`src/rtl/seg_scan_controller.sv`:
```
// seg_scan_controller: 4-digit common-anode 7-segment scan sequencer with tear-free value commit.
// Optional feature macro: LEADING_ZERO_BLANK_EN (blank leading zero digits 3..1).
module seg_scan_controller #(
   parameter int REFRESH_DIV = 100000
) (
   input  logic        clk,
   input  logic        rst_n,
   input  logic [15:0] value_in,
   input  logic [3:0]  dp_in,
   input  logic        value_valid,
   output logic        value_ready,
   input  logic [3:0]  blank_mask,
   output logic [1:0]  digit_sel,
   output logic [3:0]  anode,
   output logic [3:0]  nibble,
   output logic        dp_n,
   output logic        frame_tick
);
   localparam int PW = $clog2(REFRESH_DIV);
   logic [PW-1:0] presc;
   logic [15:0]   pending, display;
   logic [3:0]    pending_dp, dp_display, lz;
   logic          pending_full, tc, wrap, xfer, off;
   assign tc          = presc == PW'(REFRESH_DIV - 1);
   assign wrap        = tc && digit_sel == 2'd3;
   assign value_ready = !pending_full;
   assign xfer        = value_valid && value_ready;
`ifdef LEADING_ZERO_BLANK_EN
   logic z3, z2, z1;
   assign z3 = display[15:12] == 4'd0;
   assign z2 = z3 && display[11:8] == 4'd0;
   assign z1 = z2 && display[7:4] == 4'd0;
   assign lz = {z3 && !dp_display[3], z2 && !dp_display[2], z1 && !dp_display[1], 1'b0};
`else
   assign lz = 4'b0000;
`endif
   assign off = blank_mask[digit_sel] | lz[digit_sel];
   // Prescaler sets the per-digit slot length
   always_ff @(posedge clk or negedge rst_n)
      if (!rst_n) presc <= '0;
      else presc <= tc ? '0 : presc + PW'(1);
   // Digit index advances each slot; frame_tick marks the cycle after the 3->0 wrap
   always_ff @(posedge clk or negedge rst_n)
      if (!rst_n) begin
         digit_sel  <= 2'd0;
         frame_tick <= 1'b0;
      end else begin
         digit_sel  <= tc ? digit_sel + 2'd1 : digit_sel;
         frame_tick <= wrap;
      end
   // Handshake into the pending buffer; pending moves to the display only at frame wrap
   always_ff @(posedge clk or negedge rst_n)
      if (!rst_n) begin
         pending      <= '0;
         pending_dp   <= '0;
         pending_full <= 1'b0;
         display      <= '0;
         dp_display   <= '0;
      end else begin
         if (xfer) begin
            pending    <= value_in;
            pending_dp <= dp_in;
         end
         if (wrap && pending_full) begin
            display    <= pending;
            dp_display <= pending_dp;
         end
         pending_full <= xfer ? 1'b1 : (wrap ? 1'b0 : pending_full);
      end
   // Pin registers follow digit_sel one cycle later; blanking is re-evaluated every cycle
   always_ff @(posedge clk or negedge rst_n)
      if (!rst_n) begin
         anode  <= 4'b1111;
         nibble <= 4'd0;
         dp_n   <= 1'b1;
      end else begin
         anode  <= off ? 4'b1111 : ~(4'b0001 << digit_sel);
         nibble <= display[{digit_sel, 2'b00} +: 4];
         dp_n   <= off | ~dp_display[digit_sel];
      end
endmodule

```
`config.mk`:
```
export PLATFORM = sky130hd
export DESIGN_NAME = seg_scan_controller
export DESIGN_NICKNAME = d
export VERILOG_FILES = /design/src/rtl/seg_scan_controller.sv
export SDC_FILE = /design/constraint.sdc
export NUM_CORES = 1
export LEC_CHECK = 0
export BUFFER_PORTS_ARGS = -buffer_cell sky130_fd_sc_hd__buf_2
export CORE_MARGIN = 5
export CORE_UTILIZATION = 40
export CTS_CLUSTER_DIAMETER = 50
export DETAILED_ROUTE_END_ITERATION = 16
export PLACE_DENSITY = 0.56
export RECOVER_POWER = 50
export SLEW_MARGIN = 10
export SYNTH_ARGS = -nofsm -noshare
export SYNTH_HDL_FRONTEND = slang
export SYNTH_SLANG_ARGS = --single-unit
```
`constraint.sdc`:
```
create_clock -name clk -period 3.3 [get_ports clk]
set_input_delay 0.33 -clock clk [delete_from_list [all_inputs] [get_ports clk]]
set_output_delay 0.33 -clock clk [all_outputs]
set_load 0.02 [all_outputs]
```
# [Yosys cells after proc, flatten, opt, wreduce, memory -nomap -nowiden]
# Cells that the tools add are included.
[totals] elab_cells=37 register_bits=70 output_inout_bits=13 input_bits=27
[op_classes] bitwise_logic=4 n_reduce_logical=5 muxes=10 n_eq_ne=2 shifts=2 order_cmp=1 add_sub_neg=2
[op_table] op="17-bit by 1-bit adder with 17-bit output (second input constant)" n=1
[op_table] op="17-bit equality test (second input constant)" n=1
[op_table] op="17-bit 2-to-1 mux" n=1
[op_table] op="16-bit by 5-bit indexed part select with 4-bit output" n=1
[op_table] op="1-bit binary-select mux with 2-bit select" n=3
[op_table] op="1-bit 2-to-1 mux" n=5
[op_table] op="4-bit 2-to-1 mux" n=1
[op_table] op="4-bit inverter" n=1
[op_table] op="1-bit by 2-bit << shifter with 4-bit output (first input constant)" n=1
[op_table] op="1-bit logical AND" n=3
[op_table] op="2-bit by 3-bit < comparator with 1-bit output (second input constant)" n=1
[op_table] op="2-bit by 1-bit adder with 2-bit output (second input constant)" n=1
[op_table] op="2-bit equality test (second input constant)" n=1
[op_table] op="1-bit bitwise OR" n=2
[op_table] op="2-bit nonzero test" n=1
[op_table] op="1-bit logical NOT" n=1
[op_table] op="1-bit inverter" n=1

# [Depth between registers and ports, before layout]
[logic_depth] depth_word=4 depth_mapped=6 ltp_nobuf=5

# [Least setup slack after synthesis]
# Ideal clock, no wire load.
[synth_timing] kind="register to register" startpoint="register presc[8]" endpoint="register display[10]" t_arrival_ns=2.009 setup_time_ns=0.127 synth_period_minus_slack_ns=2.136 setup_slack_ns=1.164 required_time_ns=3.173 n_path_buf=1 path_stages_with_launch=6 cell_sequence="dfrtp_1 > or4bb_1 > nor4_4 > and3_4 > buf_6 > mux2_1"
[synth_via] elab_chain_len=3
[synth_rtl] element="from (decl)" line="20" rtl="logic [PW-1:0] presc;"
[synth_rtl] element="from (signal assigned)" line="41" rtl="else presc <= tc ? '0 : presc + PW'(1);"
[synth_rtl] element="17-bit equality test" line="24" rtl="assign tc = presc == PW'(REFRESH_DIV - 1);"
[synth_rtl] element="1-bit logical AND" line="25" rtl="assign wrap = tc && digit_sel == 2'd3;"
[synth_rtl] element="1-bit logical AND" line="64" rtl="if (wrap && pending_full) begin"
[synth_rtl] element="to (signal assigned)" line="65" rtl="display <= pending;"
[synth_rtl] element="to (decl)" line="21" rtl="logic [15:0] pending, display;"
# Every way passes these cells.
# A chain may end at the register's enable or synchronous reset.

==> run_results.csv <==
group,metric,value,unit
outcome,status,"finished, violations left",
outcome,failed_checks,"capacitance limit, slew limit",
finish,drive_above_1_share,33.2,%
critical_path,r2r-end,"display[7]",
finish,fill_cells,682,
critical_path,path_common_cell,"clkbuf_1",
sta,fin_crit,2.18,ns
die,core,7140,µm²
grt,grt_pass1_wl,8.43,mm
clocking,clkLatencyLatePin,0.34,ns
critical_path,cp-end-kind,"async pin",
clocking,clk_path_buf_depth,2,
power,leakage,1.61,nW
place,dp_hpwl,3.42,mm
sta,finalMaxSlewViolations,42,
critical_path,crit_fanout,41,
die,die_x,95.1,µm
drt,postRouteWirelength,4.95,mm
finish,area_growth,16.6,%
clocking,cts_htree_levels,3,
grt,grt_max_degree,42,
critical_path,timing.rr.start,"presc[13]",
critical_path,path_depth,2,
clocking,root_buffer,"clkbuf_8",
drt,drt_iter0_drc,48,
critical_path,crit_path_end,"dp_display[0]",
synth,avgSynthCellArea,14.6,µm²
power,power_density,489,nW/µm²
clocking,cts_post_setup_buffers_inserted,0,
die,dieHeight,95.1,µm
sta,hold_violations,0,
grt,antenna_found_initial,0,
clocking,post_cts_resized,0,
drt,post_drt_via_cell_ratio,4.70,
place,dpl_cell_area,3190,µm²
synth,yosysUniqueCellTypes,28,
clocking,path_clk_slew,0.07,ns
synth,syn-num-nets,231,
place,portBuffers,39,
grt,overflow,0,
synth,synth_warnings,0,
synth,synth_cells,199,
place,dp_cells,333,
sta,whs,0.219,ns
drt,num_vias,1642,
critical_path,critPathBufInv,2,
critical_path,slowest_delay,1.55,ns
critical_path,rr_worst_depth,4,
finish,multi_input_area,1070,µm²
sta,fin_crit_sh,66.1,%
synth,synth-seq-area-share,60.6,%
finish,postLayoutCellArea,3380,µm²
drt,wire_per_inst,14.2,µm
sta,tns,0,ns
grt,grt_util_all_layers,12.7,%
finish,instances_no_fill,349,
place,globalplace.congestion,0.766,
job,cap_violations,1,
critical_path,crit_chain,"clkbuf_1, clkbuf_1",
finish,insertedDiodeCount,0,
drt,drc,0,
clocking,numCtsBuffers,9,
grt,grt_pass1_vias,1652,
synth,synth-seq-cells,70,
sta,worst_pin_slew,2.22,ns
clocking,cts_tree,"built",
drt,final_antenna_net_count,0,
die,rows,31,
sta,rsz0062_at_grt,"no",
power,peakVddDrop,0.186,mV
sta,slew_headroom,-48.1,%
sta,fmax,459,MHz
synth,synth_area,2900,µm²
critical_path,required,3.69,ns
hold_path,holdCritPathClass,"primary input to flip-flop",
die,start_util,40.6,%
finish,ff_latch_area,1760,µm²
sta,finalSetupViolCount,0,
critical_path,path_class,"primary input to async pin",
sta,finClkSkew,0.00905,ns
critical_path,cp_top_family,"buffers and inverters",
sta,layout_setup_ws,1.12,ns
critical_path,slowest_stage,"clkbuf_1",
die,io_pins,40,
finish,design.final.nets,277,
critical_path,worstSetupStartpointType,"primary input",
die,die_area,9050,µm²
drt,drtPass1Iterations,3,
clocking,postCtsHoldBufs,0,
critical_path,arrival,2.57,ns
critical_path,rrSetupSlack,1.12,ns
critical_path,crit_start,"rst_n",
clocking,cts_num_sinks,70,
place,dpl_worst_slack,1.10,ns
[worst min-delay path by stage]
| stage | start | to | slack (ns) | cells past startpoint |
|---|---|---|---|---|
| final | value_in[4] | pending[4] | 0.22 | 2 |
| after global routing | value_in[5] | pending[5] | 0.19 | 2 |
| after CTS | rst_n | nibble[1] | 0.16 | 1 |
| after detailed placement | display[6] | display[6] | 0.47 | 1 |
| after global placement | display[15] | display[15] | 0.46 | 1 |
| after floorplan | rst_n | digit_sel[0] | 0.03 | 0 |
[where the power goes]
group / leakage, nW / switching (mW) / internal (mW)
combinational: 0.598 / 0.0286 / 0.0344
sequential: 0.910 / 0.0148 / 0.888
clock: 0.0979 / 0.296 / 0.393
[kinds of logic (layout without fill, tap and decap cells)]
logic type | count (synthesis) | count (layout) | share of synthesized area [%]
DFF | 70 | 70 | 60.6
and+or+nand+nor | 48 | 48 | 9.49
muxes | 46 | 46 | 20.2
xor gates and xnor gates | 16 | 16 | 4.83
buffers and inverters | 13 | 64 | 2.50
adders and majority gates | 5 | 5 | 2.16
AOI/OAI and AO/OA | 1 | 1 | 0.172
[final cells by class]
class,count,share of cell area (%)
sequential,70,52.0
tap,99,3.67
multi-input combinational,116,31.7
timing repair buffer,42,6.15
clock inverter,1,0.889
clock buffer,15,4.92
inverter,6,0.666
[cell usage in the layout, fill, tap and decap left out, types with 2 or more instances in the layout]
master	n
nand2_1	4
clkbuf_1	10
dfrtp_1	65
buf_2	34
xor2_1	3
nand4_1	4
nor3_1	3
mux4_2	6
inv_1	6
mux2_1	19
xnor2_1	13
or4bb_1	2
buf_4	2
nor4_1	2
nand3_1	6
mux2_2	21
nor2_1	15
nand2b_1	5
clkbuf_8	11
ha_1	5
dfstp_2	5
[layer usage]
| layer | part of all wire [%] | GRT usage (%) | vias to the layer above |
|---|---|---|---|
| met1 | 50 | 17.3 | 819 |
| li1 | - | - | 783 |
| met5 | 0 | 0 | - |
| met3 | 4.3 | 4.42 | 12 |
| met2 | 44 | 17.6 | 28 |
| met4 | 2.1 | 6.49 | 0 |
[cell usage after synthesis]
cell type | number | area (µm²)
nor3_1 | 3 | 15.0
nand3_1 | 6 | 30.0
inv_1 | 6 | 22.5
xnor2_1 | 13 | 114
nand2b_1 | 5 | 31.3
buf_1 | 1 | 3.75
nor4_1 | 2 | 12.5
or4b_1 | 1 | 10.0
dfrtp_1 | 65 | 1630
and3_1 | 1 | 6.26
ha_1 | 5 | 62.6
and3_4 | 1 | 11.3
dfstp_2 | 5 | 131
nand2_1 | 4 | 15.0
mux2_1 | 19 | 214
buf_6 | 1 | 11.3
o21ai_0 | 1 | 5.00
and2_1 | 1 | 6.26
xor2_1 | 3 | 26.3
nor2b_1 | 2 | 12.5
nor4_4 | 1 | 21.3
buf_12 | 1 | 20.0
or4bb_1 | 2 | 22.5
nor2_1 | 15 | 56.3
mux2_2 | 21 | 236
mux4_2 | 6 | 135
clkbuf_1 | 4 | 15.0
nand4_1 | 4 | 25.0
[sequential cells by signal, indices dropped and copies added (netlist names)]
name and flops:
anode 4, digit_sel 2, display 16, dp_display 4
dp_n 1, frame_tick 1, nibble 4, pending 16
pending_dp 4, pending_full 1, presc 17
[metrics by stage]
stage	total power, mW	util (%)
3_3_place_gp	0.985	44.7
3_5_place_dp	0.986	44.7
4_1_cts	1.68	47.5
6_report	1.65	47.4
2_1_floorplan	0.941	-
5_1_grt	1.73	47.4
No activity file was read; power rests on OpenSTA's default activity.
